### config.mk
export PLATFORM = sky130hd
export DESIGN_NAME = ysyx_22040237_lsu_flat
export DESIGN_NICKNAME = d
export VERILOG_FILES = /design/src/rtl/ysyx_22040237_lsu_if.sv /design/src/rtl/ysyx_22040237_lsu.sv /design/src/flat_wrapper.sv
export SDC_FILE = /design/constraint.sdc
export NUM_CORES = 1
export LEC_CHECK = 0
export CORE_AREA = 2 2 209 211
export DETAILED_ROUTE_END_ITERATION = 12
export DIE_AREA = 0 0 211 213
export SLEW_MARGIN = 20
export SYNTH_ARGS = -nofsm -noshare
export SYNTH_HDL_FRONTEND = slang
export SYNTH_SLANG_ARGS = --single-unit
### constraint.sdc
create_clock -name clk -period 3.55 [get_ports clk]
set_input_delay 0.71 -clock clk [delete_from_list [all_inputs] [get_ports clk]]
set_output_delay 0.71 -clock clk [all_outputs]
set_load 0.05 [all_outputs]
### src/rtl/ysyx_22040237_lsu_if.sv
// Pipeline-side (EXU in, WBU out) and memory-port signals of the LSU in one bundle.
// The LSU uses the master view; the surrounding pipeline and memory use the slave view.
interface ysyx_22040237_lsu_if;
  logic        in_valid;
  logic        in_ready;
  logic [63:0] in_pc;
  logic [63:0] in_alu_result;
  logic [63:0] in_store_data;
  logic        in_mem_ren;
  logic        in_mem_wen;
  logic [1:0]  in_size;
  logic        in_unsigned;

  logic        mem_req_valid;
  logic        mem_req_ready;
  logic [63:0] mem_req_addr;
  logic        mem_req_wen;
  logic [63:0] mem_req_wdata;
  logic [7:0]  mem_req_wmask;
  logic        mem_rsp_valid;
  logic [63:0] mem_rsp_rdata;

  logic        out_valid;
  logic        out_ready;
  logic [63:0] out_pc;
  logic [63:0] out_rd_data;
  logic [1:0]  out_err;

  modport master (
    input  in_valid, in_pc, in_alu_result, in_store_data, in_mem_ren, in_mem_wen,
           in_size, in_unsigned, mem_req_ready, mem_rsp_valid, mem_rsp_rdata, out_ready,
    output in_ready, mem_req_valid, mem_req_addr, mem_req_wen, mem_req_wdata,
           mem_req_wmask, out_valid, out_pc, out_rd_data, out_err
  );

  modport slave (
    output in_valid, in_pc, in_alu_result, in_store_data, in_mem_ren, in_mem_wen,
           in_size, in_unsigned, mem_req_ready, mem_rsp_valid, mem_rsp_rdata, out_ready,
    input  in_ready, mem_req_valid, mem_req_addr, mem_req_wen, mem_req_wdata,
           mem_req_wmask, out_valid, out_pc, out_rd_data, out_err
  );
endinterface

### src/rtl/ysyx_22040237_lsu.sv
// Load/store unit: one instruction in flight, one aligned 64-bit memory access,
// result handed to write-back over valid/ready.
module ysyx_22040237_lsu #(
  parameter int unsigned RSP_TIMEOUT = 0
) (
  input  logic                       clk,
  input  logic                       rst,
  ysyx_22040237_lsu_if.master        bus,
  output logic [1:0]                 dbg_state_o
);

  // Handshakes: a valid/ready transfer happens on a rising edge where both are high;
  // a producer holds valid and its payload stable until that edge. The memory
  // response has no ready and is only looked at while waiting in S_RSP.

  typedef enum logic [1:0] {
    S_IDLE = 2'd0,
    S_REQ  = 2'd1,
    S_RSP  = 2'd2,
    S_OUT  = 2'd3
  } state_e;

  localparam logic [1:0] ERR_OK       = 2'd0;
  localparam logic [1:0] ERR_MISALIGN = 2'd1;
  localparam logic [1:0] ERR_TIMEOUT  = 2'd2;

  state_e      state_q, state_d;
  logic [63:0] pc_q, pc_d;
  logic [63:0] req_addr_q, req_addr_d;
  logic [63:0] req_wdata_q, req_wdata_d;
  logic [7:0]  req_wmask_q, req_wmask_d;
  logic        req_wen_q, req_wen_d;
  logic [2:0]  off_q, off_d;
  logic [1:0]  size_q, size_d;
  logic        uns_q, uns_d;
  logic [63:0] rd_q, rd_d;
  logic [1:0]  err_q, err_d;
  logic [31:0] cnt_q, cnt_d;

  logic        in_is_mem;
  logic        in_is_store;
  logic        in_misaligned;
  logic [2:0]  in_off;
  logic [7:0]  in_base_mask;

  // Decode of the instruction presented by the EXU; ren dominates wen.
  always_comb begin
    in_off      = bus.in_alu_result[2:0];
    in_is_mem   = bus.in_mem_ren | bus.in_mem_wen;
    in_is_store = bus.in_mem_wen & ~bus.in_mem_ren;
    case (bus.in_size)
      2'd0: begin
        in_misaligned = 1'b0;
        in_base_mask  = 8'h01;
      end
      2'd1: begin
        in_misaligned = in_off[0];
        in_base_mask  = 8'h03;
      end
      2'd2: begin
        in_misaligned = |in_off[1:0];
        in_base_mask  = 8'h0F;
      end
      default: begin
        in_misaligned = |in_off;
        in_base_mask  = 8'hFF;
      end
    endcase
  end

  logic [63:0] rsp_lane;
  logic [63:0] load_val;

  always_comb begin
    rsp_lane = bus.mem_rsp_rdata >> {off_q, 3'b000};
    case (size_q)
      2'd0:    load_val = uns_q ? {56'd0, rsp_lane[7:0]}  : {{56{rsp_lane[7]}},  rsp_lane[7:0]};
      2'd1:    load_val = uns_q ? {48'd0, rsp_lane[15:0]} : {{48{rsp_lane[15]}}, rsp_lane[15:0]};
      2'd2:    load_val = uns_q ? {32'd0, rsp_lane[31:0]} : {{32{rsp_lane[31]}}, rsp_lane[31:0]};
      default: load_val = rsp_lane;
    endcase
  end

  logic rsp_timeout;

  // Last waiting cycle: the counter has already seen RSP_TIMEOUT-1 empty cycles.
  always_comb begin
    rsp_timeout = 1'b0;
    if (RSP_TIMEOUT != 0) begin
      rsp_timeout = (cnt_q == 32'(RSP_TIMEOUT - 1));
    end
  end

  always_comb begin
    state_d     = state_q;
    pc_d        = pc_q;
    req_addr_d  = req_addr_q;
    req_wdata_d = req_wdata_q;
    req_wmask_d = req_wmask_q;
    req_wen_d   = req_wen_q;
    off_d       = off_q;
    size_d      = size_q;
    uns_d       = uns_q;
    rd_d        = rd_q;
    err_d       = err_q;
    cnt_d       = cnt_q;

    case (state_q)
      S_IDLE: begin
        if (bus.in_valid) begin
          pc_d   = bus.in_pc;
          off_d  = in_off;
          size_d = bus.in_size;
          uns_d  = bus.in_unsigned;
          cnt_d  = '0;
          if (!in_is_mem) begin
            rd_d    = bus.in_alu_result;
            err_d   = ERR_OK;
            state_d = S_OUT;
          end else if (in_misaligned) begin
            rd_d    = '0;
            err_d   = ERR_MISALIGN;
            state_d = S_OUT;
          end else begin
            req_addr_d  = {bus.in_alu_result[63:3], 3'b000};
            req_wen_d   = in_is_store;
            req_wdata_d = in_is_store ? (bus.in_store_data << {in_off, 3'b000}) : '0;
            req_wmask_d = in_is_store ? (in_base_mask << in_off) : '0;
            state_d     = S_REQ;
          end
        end
      end
      S_REQ: begin
        if (bus.mem_req_ready) begin
          cnt_d   = '0;
          state_d = S_RSP;
        end
      end
      S_RSP: begin
        if (bus.mem_rsp_valid) begin
          rd_d    = req_wen_q ? 64'd0 : load_val;
          err_d   = ERR_OK;
          state_d = S_OUT;
        end else if (rsp_timeout) begin
          rd_d    = '0;
          err_d   = ERR_TIMEOUT;
          state_d = S_OUT;
        end else if (RSP_TIMEOUT != 0) begin
          cnt_d = cnt_q + 32'd1;
        end
      end
      S_OUT: begin
        if (bus.out_ready) begin
          state_d = S_IDLE;
        end
      end
      default: state_d = S_IDLE;
    endcase
  end

  always_ff @(posedge clk or negedge rst) begin
    if (!rst) begin
      state_q     <= S_IDLE;
      pc_q        <= '0;
      req_addr_q  <= '0;
      req_wdata_q <= '0;
      req_wmask_q <= '0;
      req_wen_q   <= 1'b0;
      off_q       <= '0;
      size_q      <= '0;
      uns_q       <= 1'b0;
      rd_q        <= '0;
      err_q       <= ERR_OK;
      cnt_q       <= '0;
    end else begin
      state_q     <= state_d;
      pc_q        <= pc_d;
      req_addr_q  <= req_addr_d;
      req_wdata_q <= req_wdata_d;
      req_wmask_q <= req_wmask_d;
      req_wen_q   <= req_wen_d;
      off_q       <= off_d;
      size_q      <= size_d;
      uns_q       <= uns_d;
      rd_q        <= rd_d;
      err_q       <= err_d;
      cnt_q       <= cnt_d;
    end
  end

  assign bus.in_ready      = (state_q == S_IDLE);
  assign bus.mem_req_valid = (state_q == S_REQ);
  assign bus.mem_req_addr  = req_addr_q;
  assign bus.mem_req_wen   = req_wen_q;
  assign bus.mem_req_wdata = req_wdata_q;
  assign bus.mem_req_wmask = req_wmask_q;
  assign bus.out_valid     = (state_q == S_OUT);
  assign bus.out_pc        = pc_q;
  assign bus.out_rd_data   = rd_q;
  assign bus.out_err       = err_q;
  assign dbg_state_o       = state_q;

endmodule

### src/flat_wrapper.sv
// flat-port wrapper written by rule: the top's interface ports become plain ports
module ysyx_22040237_lsu_flat 
#(
  parameter int unsigned RSP_TIMEOUT = 0
)
  (clk, rst, dbg_state_o, bus_in_valid, bus_in_pc, bus_in_alu_result, bus_in_store_data, bus_in_mem_ren, bus_in_mem_wen, bus_in_size, bus_in_unsigned, bus_mem_req_ready, bus_mem_rsp_valid, bus_mem_rsp_rdata, bus_out_ready, bus_in_ready, bus_mem_req_valid, bus_mem_req_addr, bus_mem_req_wen, bus_mem_req_wdata, bus_mem_req_wmask, bus_out_valid, bus_out_pc, bus_out_rd_data, bus_out_err);
  ysyx_22040237_lsu_if bus_i ();
  input  logic clk;
  input  logic rst;
  output logic [1:0] dbg_state_o;
  input wire logic [$bits(bus_i.in_valid)-1:0] bus_in_valid;
  input wire logic [$bits(bus_i.in_pc)-1:0] bus_in_pc;
  input wire logic [$bits(bus_i.in_alu_result)-1:0] bus_in_alu_result;
  input wire logic [$bits(bus_i.in_store_data)-1:0] bus_in_store_data;
  input wire logic [$bits(bus_i.in_mem_ren)-1:0] bus_in_mem_ren;
  input wire logic [$bits(bus_i.in_mem_wen)-1:0] bus_in_mem_wen;
  input wire logic [$bits(bus_i.in_size)-1:0] bus_in_size;
  input wire logic [$bits(bus_i.in_unsigned)-1:0] bus_in_unsigned;
  input wire logic [$bits(bus_i.mem_req_ready)-1:0] bus_mem_req_ready;
  input wire logic [$bits(bus_i.mem_rsp_valid)-1:0] bus_mem_rsp_valid;
  input wire logic [$bits(bus_i.mem_rsp_rdata)-1:0] bus_mem_rsp_rdata;
  input wire logic [$bits(bus_i.out_ready)-1:0] bus_out_ready;
  output wire logic [$bits(bus_i.in_ready)-1:0] bus_in_ready;
  output wire logic [$bits(bus_i.mem_req_valid)-1:0] bus_mem_req_valid;
  output wire logic [$bits(bus_i.mem_req_addr)-1:0] bus_mem_req_addr;
  output wire logic [$bits(bus_i.mem_req_wen)-1:0] bus_mem_req_wen;
  output wire logic [$bits(bus_i.mem_req_wdata)-1:0] bus_mem_req_wdata;
  output wire logic [$bits(bus_i.mem_req_wmask)-1:0] bus_mem_req_wmask;
  output wire logic [$bits(bus_i.out_valid)-1:0] bus_out_valid;
  output wire logic [$bits(bus_i.out_pc)-1:0] bus_out_pc;
  output wire logic [$bits(bus_i.out_rd_data)-1:0] bus_out_rd_data;
  output wire logic [$bits(bus_i.out_err)-1:0] bus_out_err;
  assign bus_i.in_valid = bus_in_valid;
  assign bus_i.in_pc = bus_in_pc;
  assign bus_i.in_alu_result = bus_in_alu_result;
  assign bus_i.in_store_data = bus_in_store_data;
  assign bus_i.in_mem_ren = bus_in_mem_ren;
  assign bus_i.in_mem_wen = bus_in_mem_wen;
  assign bus_i.in_size = bus_in_size;
  assign bus_i.in_unsigned = bus_in_unsigned;
  assign bus_i.mem_req_ready = bus_mem_req_ready;
  assign bus_i.mem_rsp_valid = bus_mem_rsp_valid;
  assign bus_i.mem_rsp_rdata = bus_mem_rsp_rdata;
  assign bus_i.out_ready = bus_out_ready;
  assign bus_in_ready = bus_i.in_ready;
  assign bus_mem_req_valid = bus_i.mem_req_valid;
  assign bus_mem_req_addr = bus_i.mem_req_addr;
  assign bus_mem_req_wen = bus_i.mem_req_wen;
  assign bus_mem_req_wdata = bus_i.mem_req_wdata;
  assign bus_mem_req_wmask = bus_i.mem_req_wmask;
  assign bus_out_valid = bus_i.out_valid;
  assign bus_out_pc = bus_i.out_pc;
  assign bus_out_rd_data = bus_i.out_rd_data;
  assign bus_out_err = bus_i.out_err;
  ysyx_22040237_lsu #(.RSP_TIMEOUT(RSP_TIMEOUT)) u_core (.clk(clk), .rst(rst), .bus(bus_i), .dbg_state_o(dbg_state_o));
endmodule
# After elaboration in Yosys (flattened, before gate mapping)
# Index checks and enable logic that the tools add are counted.
# totals
wordCells	66
in_bits	267
register_bits	272
out_inout_bits	272
# op_classes
bitwise	4
shifts	3
n_eq_ne	12
n_reduce_logical	10
n_mux	26
# ops
cell	count
64-bit 2-to-1 mux	9
64-bit case mux with 3 select lines	1
64-bit case mux with 2 select lines	1
64-bit by 6-bit << shifter with 64-bit output	1
64-bit by 6-bit >> shifter with 64-bit output	1
8-bit case mux with 3 select lines	1
2-bit 2-to-1 mux	10
4-bit AND reduction	3
2-bit == test, second input constant	4
8-bit 2-to-1 mux	1
2-bit inequality test, second input constant	4
2-bit case mux with 4 select lines	1
8-bit by 3-bit << shifter with 8-bit output	1
2-bit by 1-bit == test with 1-bit output, second input constant	3
2-bit logical NOT	3
2-bit case mux with 2 select lines	1
3-bit inequality test, second input constant	1
1-bit case mux with 3 select lines	1
3-bit OR reduction	1
1-bit inverter	2
2-bit AND reduction	1
2-bit nonzero test	1
2-bit OR reduction	1
1-bit AND	1
1-bit OR	1

# Longest topological paths before layout
# Gate-level depths: netlist (run 1).
# logic_depth
ltp_word	6
depth_mapped	9
depth_no_buf	7

# Worst setup path after synthesis (run 1)
# Ideal clock, no wire load.
# synth_timing
path_kind	register to register
startpoint	register u_core.state_q[0] (netlist: u_core.dbg_state_o[0])
endpoint	register u_core.rd_q[51] (netlist: u_core.bus.out_rd_data[51])
required_ns	3.415
slack_ns	0.780
period_less_slack_ns	2.770
path_stages_with_launch	10
t_arrival_ns	2.635
path_buffers	2
setup_ns	0.135
cell_sequence	dfrtp_1 -> inv_1 -> ha_1 -> o21ai_0 -> a21oi_4 -> nor3_1 -> buf_2 -> buf_2 -> mux2i_1 -> o31ai_1
# synth_via
elab_chain_len	3
word_cells_on_any_way	8
classes_between	eq/ne: 4; mux: 1; reduce/logical: 3
# synth_rtl
item	line	rtl
from (decl)	ysyx_22040237_lsu.sv:27	state_e state_q, state_d;
from (signal assigned)	ysyx_22040237_lsu.sv:176	state_q <= state_d;
2-bit logical NOT *	--	
named net bus_in_ready	flat_wrapper.sv:23	output wire logic [$bits(bus_i.in_ready)-1:0] bus_in_ready;
3-bit inequality test (no line) (tied with other cells)	--	
4-bit AND reduction (no line)	--	
to (signal assigned)	ysyx_22040237_lsu.sv:185	rd_q <= rd_d;
to (decl)	ysyx_22040237_lsu.sv:36	logic [63:0] rd_q, rd_d;
# Mark *: on every way through the listed nets, which the timed path passes. The rest lies on a longest branch.
# A chain may end at the register's enable or synchronous reset.

# Worst setup path in the final report (run 1)
# layout_timing
startpoint	register u_core.state_q[0] (netlist: u_core.dbg_state_o[0])
endpoint	output port bus_in_ready
# layout_via
elab_chain_len	1
# layout_rtl
item	line	rtl
2-bit logical NOT	ysyx_22040237_lsu.sv:191	assign bus.in_ready = (state_q == S_IDLE);
to (decl)	flat_wrapper.sv:23	
# No other way between the ends.

==> reports/metrics.yaml, run 1 <==
cp.required_ns: 2.84
maxCapViolations: 0
die_width_um: 211
numPortBuffers: 534
cts_resized: 0
cts.sinks: 271
slowest_stage: "clkdlybuf4s50_1"
final_hold_viol_count: 0
gp_congestion: 0.901
clkPwrFrac: 0.164
netSwitchingFraction: 0.483
clock-root-buffer: "clkbuf_16"
path_cells: "inv_1, ha_1, clkdlybuf4s50_1"
synth_cell_types: 57
cts_made_buffers: 34
cts_setup_buffers: 0
pin_count: 539
synth_edf_count: 0
finClkSkew_ns: 0.0116
critPathKind: "reg -> out"
htree_levels: 2
rows: 76
start_util: 0.334
place_area_um2: 20200
ys_warn_count: 0
via_per_inst: 5.41
worstSetupEndpointType: "primary output"
p_leak_nw: 8.78
tightest_slew_ns: 0.973
critPathMaxStageDelay_ns: 0.88
timing.fmax_ghz: 0.330
p_seq_frac: 0.243
postSynthAreaPerCell_um2: 11.4
postCtsHoldBufs: 0
period_minus_slack_ns: 3.03
path_delay_family: "buffers and inverters"
coreArea_um2: 42700
relSlewSlack: 0.351
seq_area_frac_synth: 0.475
multi_input_area_um2: 6990
grt_overflow: 0
final_area_um2: 21300
rsz0062_at_grt: "false"
synth-seq-cells: 271
synth_area_leaders: "dfrtp_1, mux2_2, mux4_2"
setup_viol: 0
fin_nets: 2027
wirelength_mm: 56.9
critical_path_arrival_ns: 2.32
crit_cells: 3
async_flop_share: 1.00
tns_ns: 0
netlist.area_leader.share: 0.475
p_sw_w: 0.0104
status: "complete, no violations"
areaGrowthSynthToFinish_pct: 49.6
grt.total_usage: 0.249
detail-route-antenna-nets: 0
clk_pin_slew_ns: 0.05
clk_latency_ns: 0.54
worst-path-buf-inv: 2
min_path_type: "in -> async"
grt_pass1_vias: 12800
cts_buffer_depth: 3
die-area_um2: 44900
internal_power_w: 0.0111
dpl.hpwl_mm: 43.1
finalCritPeriodShare: 0.855
synth_top_flop_cell: "dfrtp_1"
mostFrequentLayoutCell: "clkdlybuf4s50_1"
vias: 12600
cts_tree: "yes"
reg2reg_depth: 7
crit_path_start_kind: "flip-flop"
power_frac_comb: 0.593
final_cell_mix: "clkdlybuf4s50_1, dfrtp_1, mux2_2"
synthCells: 1252
num-fill-cells: 3910
grt_antenna_before_repair: 5
pwr_density_cell_nw_per_um2: 1010
grt_pass1_wl_mm: 83.8
finalMaxSlewViolations: 0
max-vdd-ir-drop_uv: 693
synth_area_leader_cell: "dfrtp_1"
path_max_fanout: 6
wl_per_cell_um: 24.5
drtIter0Drc: 1027
final_util: 0.500
drive_gt1_frac: 0.177
drc_errors: 0
grt_max_degree: 84
drtPass1Iterations: 5
synth_area_um2: 14300
regArea_um2: 6790
die_h_um: 213
==> power by group through the flow <==
stage               Sequential (W)  Combinational, W  Clock (W)
global placement           0.00522            0.0128          0
detailed placement         0.00526            0.0128          0
finish                     0.00524            0.0128    0.00353
CTS                        0.00524            0.0129    0.00361
floorplan                  0.00940           0.00411          0
global route               0.00539            0.0134    0.00375
==> logic make-up (layout without fill, tap and decap cells) <==
kind of cell / count (synthesis) / count (layout) / synth area share
AOI/OAI and AO/OA: 310 / 310 / 0.146
adders and majority gates: 4 / 4 / 0.00351
buffers and inverters: 120 / 639 / 0.0380
DFF: 271 / 271 / 0.475
muxes: 285 / 285 / 0.252
other: 1 / 8 / 0.000263
and+or+nand+nor: 261 / 261 / 0.0848
==> area by class of cell <==
cell class              count  area share
repair buffers            573       0.267
inverters                  12     0.00211
clock inverters             4     0.00364
multi-input cells         864       0.327
clock buffers              50      0.0488
diodes                      4    0.000469
flip-flops and latches    271       0.318
well taps                 546      0.0320
==> registers in the layout (all words and copies together), names as in the netlist, 2 cells and up <==
register,flops
u_core.bus.mem_req_addr,61
u_core.bus.out_pc,64
u_core.bus.mem_req_wmask,8
u_core.bus.out_rd_data,64
u_core.size_q,2
u_core.off_q,3
u_core.bus.mem_req_wdata,64
u_core.dbg_state_o,2
==> metal layers <==
layer | share of wire | GRT usage
met5 | 0.00030 | 0
met4 | 0.022 | 0.0721
met1 | 0.40 | 0.315
met3 | 0.084 | 0.0671
met2 | 0.49 | 0.418
==> synthesized netlist by cell type, drive strengths merged, types with 8 or more instances <==
cell type and n:
buf 53, o31ai 33, nand2 116, a22oi 20, a21oi 72, nand4 8
mux2 158, nand3 20, nor2b 14, o21ai 72, a221oi 8, and2 24
a22o 24, dfrtp 271, nor2 55, mux4 43, a211oi 25, o211ai 8
nor3 9, inv 11, mux2i 84, clkbuf 55
==> per-stage QoR <==
step	cells	hold WS, ns	setup WS, ns	power [W]
2_1_floorplan	1255	0.414	0.780	0.0135
4_1_cts	2320	0.103	0.472	0.0217
5_1_grt	2321	0.131	0.395	0.0225
3_3_place_gp	2266	0.463	0.541	0.0180
6_report	2324	0.0962	0.515	0.0215
3_5_place_dp	2266	0.469	0.395	0.0181
==> final timing paths <==
kind                                             start                           to  slack [ns]
max in group asynchronous                          rst        u_core.bus.out_pc[60]        2.42
setup / recovery                 u_core.dbg_state_o[0]                 bus_in_ready        0.52
setup reg to reg                       u_core.off_q[0]   u_core.bus.out_rd_data[39]        0.95
hold reg to reg            u_core.bus.mem_req_wmask[3]  u_core.bus.mem_req_wmask[3]        0.48
min in group clk           u_core.bus.mem_req_wmask[3]  u_core.bus.mem_req_wmask[3]        0.48
hold / removal                                     rst  u_core.bus.mem_req_addr[10]         0.1
(Power assumes the default switching activity.)
==> run 2, diff against run 1 <==
ABC_AREA = 1   (was not set)
CORE_AREA = 2 2 208 210   (was 2 2 209 211)
DIE_AREA = 0 0 210 212   (was 0 0 211 213)
==> run 2 against run 1 <==
Wire length up 7.6%. Die area down 0.94%. Combinational power up 6%. Worst setup slack better by 0.023 ns. Area after synthesis up 1.2%. Count of clock-buffer cells in the layout up 2. Sequential share of layout area up 0.058 points. Fmax up 0.77%. Non-clock buffer count down 3. Synthesized cell count up 48%. Largest cell class is now registers. Highest routed layer unchanged.
==> reports/metrics.yaml, run 2 <==
status: "complete, no violations"
start_util: 0.340  # +0.00556
crit_path_start_kind: "flip-flop"
synth-seq-cells: 271  # unchanged
finalNonFillerCells: 2896  # +25%
synth-simple-area-share: 0.237  # +0.152
r2r_setup_slack_ns: 0.94  # about the same
cts.sinks: 271  # unchanged
final_hold_viol_count: 0  # unchanged
finalCritPeriodShare: 0.848  # -0.00655
final_util: 0.501  # +0.00124
tns_ns: 0  # unchanged
synth-xor-area-share: 0  # unchanged
grt.total_usage: 0.272  # +0.0227
synth_top_family_by_area: "simple AND/OR/NAND/NOR gates"
timing.rr.start: "u_core.off_q[0]"
synth_area_leader_cell: "dfrtp_1"
grt_overflow: 0  # unchanged
period_minus_slack_ns: 3.01  # -0.0232 ns
dp.cells: 2832  # +25%
postSynthAreaPerCell_um2: 7.79  # -32%
p_leak_nw: 9.49  # +8.1%
cp.required_ns: 2.84  # about the same
synth_most_common_cell: "nand2_1"
min_path_type: "in -> async"
synthMuxAreaShare: 0.0583  # -0.193
cts_buffer_depth: 3  # unchanged
synth_edf_count: 0  # unchanged
tightest_slew_ns: 0.851  # -0.122 ns
pwr_density_cell_nw_per_um2: 1060  # +5.4%
synth_area_um2: 14400  # +1.2%
htree_levels: 2  # unchanged
wirelength_mm: 61.2  # +7.6%
worstSetupEndpointType: "primary output"
drc_errors: 0  # unchanged
critPathKind: "reg -> out"
final_cell_mix: "nand2_1, clkdlybuf4s50_1, dfrtp_1"
finalMaxSlewViolations: 0  # unchanged
synth_cell_types: 37  # -35%
coreArea_um2: 42500  # -0.45%
mostFrequentLayoutCell: "nand2_1"
synth_compound_area_frac: 0.160  # +0.0135
drtPass1Iterations: 5  # unchanged
clk_pin_slew_ns: 0.06  # about the same
postCtsHoldBufs: 0  # unchanged
detail-route-antenna-nets: 0  # unchanged
cts_resized: 0  # unchanged
dpl.hpwl_mm: 45.8  # +6.2%
die_h_um: 212  # -0.47%
cts_tree: "yes"
via_per_inst: 5.13  # -5.2%
r2r-end: "u_core.bus.out_rd_data[61]"
vias: 14900  # +18%
finClkSkew_ns: 0.0164  # +0.00481 ns
die-area_um2: 44500  # -0.94%
critical_path_arrival_ns: 2.30  # -0.02 ns
gp_congestion: 0.920  # +2.1%
die_width_um: 210  # -0.47%
relSlewSlack: 0.432  # +0.0810
clock-root-buffer: "clkbuf_16"
ys_warn_count: 0  # unchanged
max-vdd-ir-drop_uv: 624  # -9.9%
grt_antenna_before_repair: 9  # +4
num-fill-cells: 4169  # +6.6%
drtIter0Drc: 1072  # +4.4%
cts_made_buffers: 35  # +2.9%
rows: 76  # unchanged
multi_input_area_um2: 6660  # -4.7%
synth_area_leaders: "dfrtp_1, nand2_1, o21ai_0"
netlist.area_leader.share: 0.470  # -0.00569
numPortBuffers: 534  # unchanged
rsz0062_at_grt: "false"
path_max_fanout: 6  # unchanged
pin_count: 539  # unchanged
cts_setup_buffers: 0  # unchanged
synthTopCellsByCount: "nand2_1, dfrtp_1, o21ai_0"
timing.hold.ws_ns: 0.169  # +0.0724 ns
grt_pass1_vias: 14900  # +16%
clk_latency_ns: 0.55  # about the same
setup_viol: 0  # unchanged
grt_pass1_wl_mm: 91.7  # +9.5%
drive_gt1_frac: 0.0827  # -0.0943
regArea_um2: 6790  # about the same
seq_area_frac_synth: 0.470  # -0.00569
areaGrowthSynthToFinish_pct: 47.5
synth_top_flop_cell: "dfrtp_1"
maxCapViolations: 0  # unchanged
fin_ws_ns: 0.539  # +0.0232 ns
preCtsSetupSlack_ns: 0.599  # +0.204 ns
synthCells: 1853  # +48%
fin_nets: 2594  # +28%
timing.fmax_ghz: 0.332  # +0.77%
async_flop_share: 1.00  # unchanged
synthAdderAreaFrac: 0.00347  # -0.0000420
reg2reg_depth: 11  # +4
wl_per_cell_um: 21.1  # -14%
grt_max_degree: 84  # unchanged
-- run 2: per-stage QoR --
stage	total power, W	area (um2)
3_3_place_gp	0.0190	20100
5_1_grt	0.0239	21300
3_5_place_dp	0.0191	20100
2_1_floorplan	0.0143	14400
6_report	0.0227	21300
4_1_cts	0.0229	21300
-- run 2: worst max-delay path, cell delays in order, from the launching register on --
cell and delay (ns):
dfrtp_1 0.42, inv_1 0.10, ha_1 0.31, clkdlybuf4s50_1 0.92
-- run 2: kinds of logic (layout without fill, tap and decap cells) --
logic type / count (synthesis) / count (layout)
simple gates: 853 / 853
flops: 271 / 271
fa+ha+maj: 4 / 4
other cells: 1 / 8
mux: 76 / 76
compound gates: 435 / 435
buf+inv: 213 / 703
-- run 2: worst max path at each step --
stage	from	endpoint	slack [ns]	cells after the start
after floorplan	u_core.dbg_state_o[0]	u_core.bus.out_pc[23]	1.05	6
after global placement	bus_in_size[0]	u_core.bus.mem_req_wdata[42]	0.61	10
after detailed placement	bus_in_size[0]	u_core.bus.mem_req_wdata[42]	0.60	10
after CTS	u_core.dbg_state_o[0]	bus_in_ready	0.51	3
after global routing	u_core.dbg_state_o[0]	bus_in_ready	0.45	3
final	u_core.dbg_state_o[0]	bus_in_ready	0.54	3
-- run 2: report_power, final --
group          internal, W  switching, W
logic              0.00433       0.00930
registers          0.00451      0.000851
clock network      0.00223       0.00144
total               0.0111        0.0116
-- run 2: cell type report --
cell class	instances	share of cell area
multi-input cells	1372	0.313
diodes	4	0.000470
repair buffers	570	0.268
inverters	73	0.0130
well taps	546	0.0321
clock inverters	8	0.00476
flip-flops and latches	271	0.319
clock buffers	52	0.0504
-- run 2: metal layers --
| layer | vias up | track usage | share of wire |
|---|---|---|---|
| met5 | - | 0 | 0.00098 |
| met4 | 10 | 0.107 | 0.038 |
| met3 | 123 | 0.0919 | 0.095 |
| met2 | 636 | 0.449 | 0.47 |
| met1 | 7034 | 0.327 | 0.39 |
| li1 | 7054 | - | - |
==> run 3, diff against run 2 <==
CORE_AREA = 2 2 209 211   (was 2 2 208 210)
DIE_AREA = 0 0 211 213   (was 0 0 210 212)
PLACE_DENSITY = 0.66   (was not set)
clock period = 2.7 ns   (was 3.55 ns; I/O delays follow)
==> run 3 against run 2 <==
Count of clock-buffer cells in the layout decreased by 6. Total power increased by 31%. Non-clock buffer count increased by 29. Largest cell class unchanged. Highest routed layer unchanged.
==> reports/metrics.yaml, run 3 (synthesized netlist as in run 2, its figures left out) <==
cts.sinks: 271  # unchanged
critical_path_arrival_ns: 2.00  # -0.30 ns
final_area_um2: 21500  # +1.1%
fin_nets: 2622  # +1.1%
path_cells: "ha_1, clkdlybuf4s50_1"
gp_congestion: 0.976  # +6.1%
tightest_slew_ns: 0.750  # -0.101 ns
final_hold_viol_count: 0  # unchanged
die-area_um2: 44900  # +0.95%
r2r-end: "u_core.bus.out_rd_data[40]"
drive_gt1_frac: 0.0947  # +0.0120
relSlewSlack: 0.500  # +0.0678
die_width_um: 211  # +0.48%
pin_count: 539  # unchanged
worstSetupEndpointType: "primary output"
clk_latency_ns: 0.55  # about the same
die_h_um: 213  # +0.47%
preCtsSetupSlack_ns: -0.0348  # -0.634 ns
crit_path_start_kind: "flip-flop"
start_util: 0.338  # -0.00151
reg2reg_depth: 10  # -1
path_delay_family: "buffers and inverters"
path_max_fanout: 5  # -1
hold_depth: 2
regArea_um2: 6780  # about the same
critPathKind: "reg -> out"
crit_cells: 2  # -1
coreArea_um2: 42700  # +0.45%
period_minus_slack_ns: 2.54
finalCritPeriodShare: 0.940
areaGrowthSynthToFinish_pct: 49.2
drtIter0Drc: 1318  # +23%
wirelength_mm: 60.2  # -1.6%
final_cell_mix: "nand2_1, clkdlybuf4s50_1, dfrtp_1"
wl_per_cell_um: 20.6  # -2.7%
critPathMaxStageDelay_ns: 0.84  # -0.08 ns
timing.rr.start: "u_core.off_q[1]"
cts_tree: "yes"
cts_made_buffers: 34  # -2.9%
setup_viol: 0  # unchanged
rsz0062_at_grt: "false"
grt_pass1_vias: 15200  # +1.6%
slowest_stage: "clkdlybuf4s50_1"
detail-route-antenna-nets: 0  # unchanged
timing.fmax_ghz: 0.394
place_area_um2: 20400  # +1.4%
num-fill-cells: 4105  # -1.5%
grt.total_usage: 0.263  # -0.00903
drc_errors: 0  # unchanged
clock-root-buffer: "clkbuf_16"
max-vdd-ir-drop_uv: 952  # +53%
finalMaxSlewViolations: 0  # unchanged
via_per_inst: 5.17  # +0.72%
p_leak_nw: 9.64  # +1.6%
fin_ws_ns: 0.161  # -0.377 ns
min_from: "u_core.bus.mem_req_addr[3]"
rows: 76  # unchanged
numPortBuffers: 534  # unchanged
min_path_type: "reg -> reg"
grt_max_degree: 106  # +26%
hold_path_end: "u_core.bus.mem_req_addr[3]"
total_power_w: 0.0298  # +31%
clk_pin_slew_ns: 0.06  # about the same
final_util: 0.504  # +0.00348
cts_buffer_depth: 3  # unchanged
r2r_setup_slack_ns: 0.44  # -0.50 ns
dpl.hpwl_mm: 46.0  # +0.50%
multi_input_area_um2: 6660  # unchanged
cp.required_ns: 2.16  # -0.68 ns
htree_levels: 2  # unchanged
grt_overflow: 0  # unchanged
mostFrequentLayoutCell: "nand2_1"
finClkSkew_ns: 0.0145  # -0.00186 ns
vias: 15100  # +1.8%
timing.hold.ws_ns: 0.470  # +0.302 ns
status: "complete, no violations"
drtPass1Iterations: 5  # unchanged
pwr_density_cell_nw_per_um2: 1380  # +30%
worst-path-buf-inv: 1  # -1
maxCapViolations: 0  # unchanged
grt_antenna_before_repair: 7  # -2
grt_pass1_wl_mm: 90.3  # -1.5%
[run 3: cell count changes in the layout (fill, tap and decap cells not counted), sizes merged, moves of 2 or more]
cell	before	now
buf	39	68
clkbuf	52	46
clkdlybuf4s50	531	529
clkinv	5	9
inv	74	77
[run 3: worst max-delay path by stage]
stage	startpoint	to	slack [ns]
6_report	u_core.dbg_state_o[0]	bus_out_valid	0.16
5_1_grt	u_core.dbg_state_o[0]	bus_out_valid	0.05
4_1_cts	u_core.dbg_state_o[0]	bus_out_valid	0.11
3_5_place_dp	bus_in_size[1]	u_core.bus.mem_req_wdata[0]	-0.03
3_3_place_gp	bus_in_size[1]	u_core.bus.mem_req_wdata[5]	0.03
2_1_floorplan	u_core.dbg_state_o[0]	u_core.bus.out_pc[23]	0.20
[run 3: stage by stage]
| step | setup TNS, ns | instances |
|---|---|---|
| floorplan | 0 | 1856 |
| global placement | 0 | 2860 |
| detailed placement | -0.152 | 2860 |
| CTS | 0 | 2923 |
| global route | 0 | 2925 |
| finish | 0 | 2928 |
[run 3: routing by layer]
metal | vias up | global-route usage | part of all wire
li1 | 7114 | - | -
met3 | 103 | 0.0724 | 0.090
met4 | 6 | 0.0911 | 0.031
met1 | 7232 | 0.317 | 0.39
met2 | 675 | 0.451 | 0.49
met5 | - | 0 | 0.00073
[run 3: cell type report]
type                            count  area share
Antenna cell                        5    0.000581
Tap cell                          546      0.0317
Multi-Input combinational cell   1372       0.309
Timing Repair Buffer              599       0.279
Clock buffer                       46      0.0448
Inverter                           73      0.0128
Sequential cell                   271       0.315
Clock inverter                     16     0.00738
[run 3: worst reg2reg max path, stage by stage, from the launching register on]
cell and delay [ns]:
dfrtp_2 0.51, inv_1 0.22, buf_4 0.33, nand2_1 0.09, nand3_1 0.09, nand3_1 0.13
nand2_2 0.12, inv_2 0.08, nand2_4 0.26, nand3_1 0.20, a21oi_1 0.16
[run 3: timing repair]
item,4_1_cts,5_1_grt
hold buffers,1,0
resized for setup,1,0
endpoints found under the setup margin,1,0
buffers inserted,0,0
hold endpoints to repair,22,0
[run 3: report_power, final]
group	internal, W	total [W]	switching [W]
logic	0.00590	0.0181	0.0122
clock network	0.00273	0.00462	0.00189
registers	0.00593	0.00706	0.00114
total	0.0146	0.0298	0.0152
